<file path="src/rtl/mem_pkg.sv">
// Shared memory-access encodings used by the store formatter, load extender and data memory.
package mem_pkg;

  localparam int unsigned DATA_W = 32;
  localparam int unsigned ADDR_W = 32;
  localparam int unsigned LANES  = DATA_W / 8;

  typedef enum logic [1:0] {
    SIZE_BYTE = 2'b00,
    SIZE_HALF = 2'b01,
    SIZE_WORD = 2'b10,
    SIZE_RSVD = 2'b11
  } size_e;

  localparam logic [LANES-1:0] BE_ALL = 4'b1111;

  typedef enum logic [1:0] {
    OCC_EMPTY = 2'd0,
    OCC_ONE   = 2'd1,
    OCC_FULL  = 2'd2
  } occ_e;

  // One pending memory write: aligned address, lane-replicated data, byte enables.
  typedef struct packed {
    logic [ADDR_W-1:0] addr;
    logic [DATA_W-1:0] data;
    logic [LANES-1:0]  be;
  } store_entry_t;

endpackage

</file>
<file path="src/rtl/store_lane_encoder.sv">
// Combinational narrowing/replication of store data into byte lanes plus alignment check.
module store_lane_encoder
  import mem_pkg::*;
#(
  parameter int unsigned NBITS = DATA_W
) (
  input  logic [1:0]       size,
  input  logic [1:0]       addr_lo,
  input  logic [NBITS-1:0] data,
  output logic [NBITS-1:0] wdata,
  output logic [3:0]       be,
  output logic             err
);

  // Select lane pattern and enables by access size; reserved size is always an error.
  always_comb begin
    wdata = '0;
    be    = '0;
    err   = 1'b0;
    case (size)
      SIZE_BYTE: begin
        wdata = NBITS'({4{data[7:0]}});
        be    = 4'b0001 << addr_lo;
      end
      SIZE_HALF: begin
        wdata = NBITS'({2{data[15:0]}});
        be    = addr_lo[1] ? 4'b1100 : 4'b0011;
        err   = addr_lo[0];
      end
      SIZE_WORD: begin
        wdata = data;
        be    = BE_ALL;
        err   = |addr_lo;
      end
      default: err = 1'b1;
    endcase
  end

endmodule

</file>
<file path="src/rtl/store_data_formatter.sv">
// Store path formatter: lane encoding into a 2-entry FIFO with valid/ready on both sides.
module store_data_formatter
  import mem_pkg::*;
#(
  parameter int unsigned NBITS     = DATA_W,
  parameter int unsigned ADDR_BITS = ADDR_W
) (
  input  logic                 i_clk,
  input  logic                 i_rst_n,
  input  logic                 i_valid,
  output logic                 o_ready,
  input  logic [NBITS-1:0]     i_data,
  input  logic [ADDR_BITS-1:0] i_addr,
  input  logic [1:0]           i_size,
  output logic                 o_valid,
  input  logic                 i_mem_ready,
  output logic [NBITS-1:0]     o_wdata,
  output logic [ADDR_BITS-1:0] o_waddr,
  output logic [3:0]           o_byte_en,
  output logic                 o_misaligned,
  output logic [ADDR_BITS-1:0] o_err_addr
);

  occ_e                 state_q, state_d;
  store_entry_t         mem_q [2];
  store_entry_t         mem_d [2];
  store_entry_t         new_entry;
  store_entry_t         head_q, head_d;
  logic                 rd_q, rd_d, wr_q, wr_d;
  logic                 ready_q, valid_q, mis_q;
  logic [ADDR_BITS-1:0] err_addr_q;
  logic [NBITS-1:0]     enc_wdata;
  logic [3:0]           enc_be;
  logic                 enc_err;
  logic                 accept, good, drain;

  store_lane_encoder #(.NBITS(NBITS)) u_enc (
    .size    (i_size),
    .addr_lo (i_addr[1:0]),
    .data    (i_data),
    .wdata   (enc_wdata),
    .be      (enc_be),
    .err     (enc_err)
  );

  assign accept = i_valid & ready_q;
  assign good   = accept & ~enc_err;
  assign drain  = valid_q & i_mem_ready;

  // Assemble the buffer entry for the current request.
  always_comb begin
    new_entry      = '0;
    new_entry.addr = {i_addr[ADDR_BITS-1:2], 2'b00};
    new_entry.data = enc_wdata;
    new_entry.be   = enc_be;
  end

  // Next occupancy, pointers, buffer contents and the head entry seen after the edge.
  always_comb begin
    state_d = state_q;
    rd_d    = rd_q;
    wr_d    = wr_q;
    mem_d   = mem_q;
    head_d  = '0;
    if (good) begin
      mem_d[wr_q] = new_entry;
      wr_d        = ~wr_q;
    end
    if (drain) rd_d = ~rd_q;
    case (state_q)
      OCC_EMPTY: if (good) state_d = OCC_ONE;
      OCC_ONE: begin
        if (good && !drain)      state_d = OCC_FULL;
        else if (drain && !good) state_d = OCC_EMPTY;
      end
      OCC_FULL:  if (drain) state_d = OCC_ONE;
      default:   state_d = OCC_EMPTY;
    endcase
    if (state_d != OCC_EMPTY) head_d = mem_d[rd_d];
  end

  // Occupancy state, pointers and storage.
  always_ff @(posedge i_clk or negedge i_rst_n) begin
    if (!i_rst_n) begin
      state_q <= OCC_EMPTY;
      rd_q    <= 1'b0;
      wr_q    <= 1'b0;
      mem_q   <= '{default: '0};
    end else begin
      state_q <= state_d;
      rd_q    <= rd_d;
      wr_q    <= wr_d;
      mem_q   <= mem_d;
    end
  end

  // Registered handshake flags and head-of-buffer write outputs.
  always_ff @(posedge i_clk or negedge i_rst_n) begin
    if (!i_rst_n) begin
      ready_q <= 1'b1;
      valid_q <= 1'b0;
      head_q  <= '0;
    end else begin
      ready_q <= (state_d != OCC_FULL);
      valid_q <= (state_d != OCC_EMPTY);
      head_q  <= head_d;
    end
  end

  // Error pulse for one cycle after a bad accept; offending address held until the next one.
  always_ff @(posedge i_clk or negedge i_rst_n) begin
    if (!i_rst_n) begin
      mis_q      <= 1'b0;
      err_addr_q <= '0;
    end else begin
      mis_q <= accept & enc_err;
      if (accept && enc_err) err_addr_q <= i_addr;
    end
  end

  assign o_ready      = ready_q;
  assign o_valid      = valid_q;
  assign o_wdata      = head_q.data;
  assign o_waddr      = head_q.addr;
  assign o_byte_en    = head_q.be;
  assign o_misaligned = mis_q;
  assign o_err_addr   = err_addr_q;

endmodule

</file>
<file path="config.mk">
export PLATFORM = sky130hd
export DESIGN_NAME = store_data_formatter
export DESIGN_NICKNAME = d
export VERILOG_FILES = /design/src/rtl/mem_pkg.sv /design/src/rtl/store_lane_encoder.sv /design/src/rtl/store_data_formatter.sv
export SDC_FILE = /design/constraint.sdc
export NUM_CORES = 1
export LEC_CHECK = 0
export ABC_AREA = 1
export CORE_UTILIZATION = 45
export CTS_CLUSTER_SIZE = 14
export DETAILED_ROUTE_END_ITERATION = 8
export PLACE_DENSITY = 0.78
export SETUP_SLACK_MARGIN = 0.15
export SYNTH_ARGS = -nofsm -noshare
export SYNTH_HDL_FRONTEND = slang
export SYNTH_SLANG_ARGS = --single-unit
</file>
<file path="constraint.sdc">
create_clock -name i_clk -period 1.75 [get_ports i_clk]
set_input_delay 0.35 -clock i_clk [delete_from_list [all_inputs] [get_ports i_clk]]
set_output_delay 0.35 -clock i_clk [all_outputs]
set_load 0.005 [all_outputs]
</file>
==> run_results.csv <==
group,metric,value,unit
placed_design,hpwlAfterDp,20100,um
logic_synthesis,synth_top_area_cell,"dfrtp_1",
clock_network,clock-sinks,243,
critical_path,cp-end-kind,"register",
timing,setup_violations,86,
floorplanning,die_w,163,um
drt,dr.pass1.iters,8,
logic_synthesis,netlist_area,0.0116,mm^2
timing,timing.hold.ws,0.335,ns
logic_synthesis,synth_fp_nets,1671,
pwr,peakVddDrop,0.00129,V
timing,rsz0062_at_grt,"true",
logic_synthesis,yosys_register_bits,243,
global_routing,grt_max_degree,65,
timing,tightest_slew,0.515,ns
timing,max_freq,509,MHz
timing,final.setup.worst_slack,-0.215,ns
finish,area_growth,64.3,%
outcome,violations,"setup timing",
drt,drc,0,
clock_network,numCtsBuffers,27,
timing,period_needed,1.97,ns
floorplanning,die_y,163,um
outcome,status,"complete, but fails checks",
pwr,p_clk_share,17.6,%
pwr,powerDensity,1800,mW/mm^2
clock_network,cts_max_level,1,
placed_design,dpl.cell_count,2118,
finish,fin_cells,2271,
drt,ant_nets,0,
logic_synthesis,synth_top_cell_area_share,52.0,%
floorplanning,initial_core_util,46.1,%
critical_path,criticalPathCategory,"reg2reg",
timing,hold_violations,0,
pwr,power,34.4,mW
global_routing,grt_pass1_wl,58300,um
critical_path,crit_required,2.21,ns
drt,viasPerCell,5.54,
placed_design,port_buffers,172,
drt,routed_wl,45100,um
drt,wl_per_cell,19.9,um
global_routing,grtUsageTotal,27.8,%
pwr,p_int,19.9,mW
pwr,p_sw,14.5,mW
timing,fin_skew,0.0128,ns
finish,diodes,0,
global_routing,antenna_found_initial,0,
global_routing,overflow,0,
pwr,p_sw_share,42.2,%
pwr,sequentialPowerShare,26.7,%
logic_synthesis,syn_inst,1601,
floorplanning,rows,58,
finish,nNetsFinal,1993,
timing,finalMaxSlewViolations,0,
critical_path,start_kind,"register",
logic_synthesis,ys_seq_area_share,52.3,%
timing,relSlewSlack,65.3,%
critical_path,crit_arrival,2.43,ns
drt,vias,12580,
finish,drive_gt1_share,35.3,%
logic_synthesis,synth_area_per_cell,7.27,um^2
placed_design,finalWeightedCongestion,0.821,
clock_network,clk_pin_slew,0.06,ns
drt,drtIter0Drc,1256,
floorplanning,die_area,0.0265,mm^2
clock_network,root_buffer,"clkbuf_16",
floorplanning,num_io_pins,173,
clock_network,cts_buffer_depth,3,
logic_synthesis,yosysUniqueCellTypes,23,
pwr,combPwrFrac,55.7,%
clock_network,cts_tree,"yes",
timing,fin_tns_setup,-5.87,ns
min_path,worstHoldPathType,"in2async",
timing,final.period_utilization,112,%
logic_synthesis,synth_area_leaders,"dfrtp_1 52%, nand2_1 21%, inv_1 7.3%",
global_routing,grt_pass1_vias,11754,
clock_network,clk_latency,0.53,ns
logic_synthesis,yosysWarnings,0,
finish,fillCellCount,1449,
floorplanning,core_area,0.0253,mm^2
critical_path,worst-path-max-fanout,8,
pwr,p_leak,10.1,nW
flow_run,cap_viol_max_count,0,
==> worst max-delay path: stages (launching register included) <==
cell	delay [ns]
dfstp_2	0.57
nand2_4	0.09
inv_4	0.08
nand3_4	0.19
buf_8	0.21
buf_12	0.15
buf_12	0.15
nand2_4	0.05
nand2_2	0.06
nand2_1	0.10
nand2_1	0.11
nor2_2	0.13
==> metrics by stage <==
stage | cell area, um^2 | setup slack [ns] | utilization (%)
2_1_floorplan | 11600 | 0.117 | -
3_3_place_gp | 14500 | -0.413 | 57.5
3_5_place_dp | 14500 | -0.471 | 57.5
4_1_cts | 17300 | -0.0202 | 68.3
5_1_grt | 19100 | -0.255 | 75.7
6_report | 19100 | -0.215 | 75.7
==> final cells by class <==
type / count / area, um^2 / area share [%]
clock buffers: 40 / 825 / 4.31
clock inverters: 7 / 121 / 0.635
inverters: 228 / 862 / 4.51
multi-input cells: 1050 / 6270 / 32.8
flip-flops and latches: 243 / 6090 / 31.8
well taps: 330 / 413 / 2.16
repair buffers: 373 / 4530 / 23.7
==> per-layer routing <==
layer	GRT usage [%]	wire length [um]	vias to the layer above
met1	33.9	16200	6083
met4	11.5	2900	0
met2	48.9	22300	801
met5	0	0	-
li1	-	-	5438
met3	4.15	3720	258
==> path summary, 6_finish.rpt <==
| kind | from | to | slack, ns | depth (start not counted) |
|---|---|---|---|---|
| worst min register to register | o_err_addr[21]$_DFFE_PN0P_ | o_err_addr[21]$_DFFE_PN0P_ | 0.48 | 2 |
| worst min-delay path | i_rst_n | mem_q[113]$_DFF_PN0_ | 0.34 | 2 |
| min in group i_clk | i_addr[20] | o_err_addr[20]$_DFFE_PN0P_ | 0.42 | 3 |
| worst max register to register | o_ready$_DFF_PN1_ | o_wdata[23]$_DFF_PN0_ | -0.22 | 11 |
| max in group asynchronous | i_rst_n | mem_q[101]$_DFF_PN0_ | 0.76 | 3 |
| worst max-delay path | o_ready$_DFF_PN1_ | o_wdata[23]$_DFF_PN0_ | -0.22 | 11 |
==> cell usage after synthesis (all sizes together) <==
cell type and count:
xnor2 1, nand3 84, nand2 660, and2 11
clkbuf 41, nand4 2, nor2 153, dfstp 1
inv 227, clkinv 1, buf 42, a21oi 12
a21boi 1, dfrtp 242, o21ai 123
==> registers in the layout, summed over array words and instances, names as in the netlist <==
signal        count
mem_q           136
o_byte_en         4
o_err_addr       32
o_misaligned      1
o_ready           1
o_valid           1
o_waddr          32
o_wdata          32
rd_q              1
state_q           2
wr_q              1
==> logic make-up (layout without fill, tap and decap cells) <==
group | Yosys count | after routing | synth area share (%)
and+or+nand+nor | 910 | 913 | 30.9
buffers and inverters | 311 | 648 | 10.8
xor gates and xnor gates | 1 | 1 | 0.0753
AOI/OAI and AO/OA | 136 | 136 | 5.94
DFF | 243 | 243 | 52.3
==> what timing repair did <==
action,CTS,global route
pin swaps,80,162
endpoints found under the hold margin,45,0
gates cloned,26,9
setup endpoints to repair,286,237
gates resized for setup,358,469
hold buffers,1,0
setup buffers,49,21
==> power by group through the flow <==
stage | Clock (mW) | Sequential, mW | Combinational, mW
floorplan | 0 | 8.88 | 6.83
global placement | 0 | 8.97 | 11.7
detailed placement | 0 | 9.07 | 12.1
CTS | 6.05 | 9.00 | 14.4
global route | 6.33 | 9.39 | 20.4
finish | 6.07 | 9.19 | 19.2
==> cell usage in the layout (no fill, tap or decap), types with 2 or more instances in the layout <==
cell,count
nand2_1,415
dfrtp_1,241
inv_1,175
nand2_2,129
nand2_4,113
o21ai_0,102
dlygate4sd2_1,102
nor2_1,84
clkdlybuf4s50_1,65
buf_4,60
buf_6,58
inv_2,50
nand3_1,46
nor2_2,45
buf_12,44
clkbuf_16,35
nor2_4,26
buf_16,23
nand3_4,19
nand3_2,19
o21ai_2,11
and2_4,10
clkbuf_8,10
a21oi_1,9
buf_8,8
o21ai_4,5
o21ai_1,5
nand2_8,3
clkinvlp_4,3
a21oi_2,3
clkbuf_1,3
bufinv_16,3
dlymetal6s2s_1,3
nand4_1,2
Note: power is estimated with default switching activity, not from simulation.
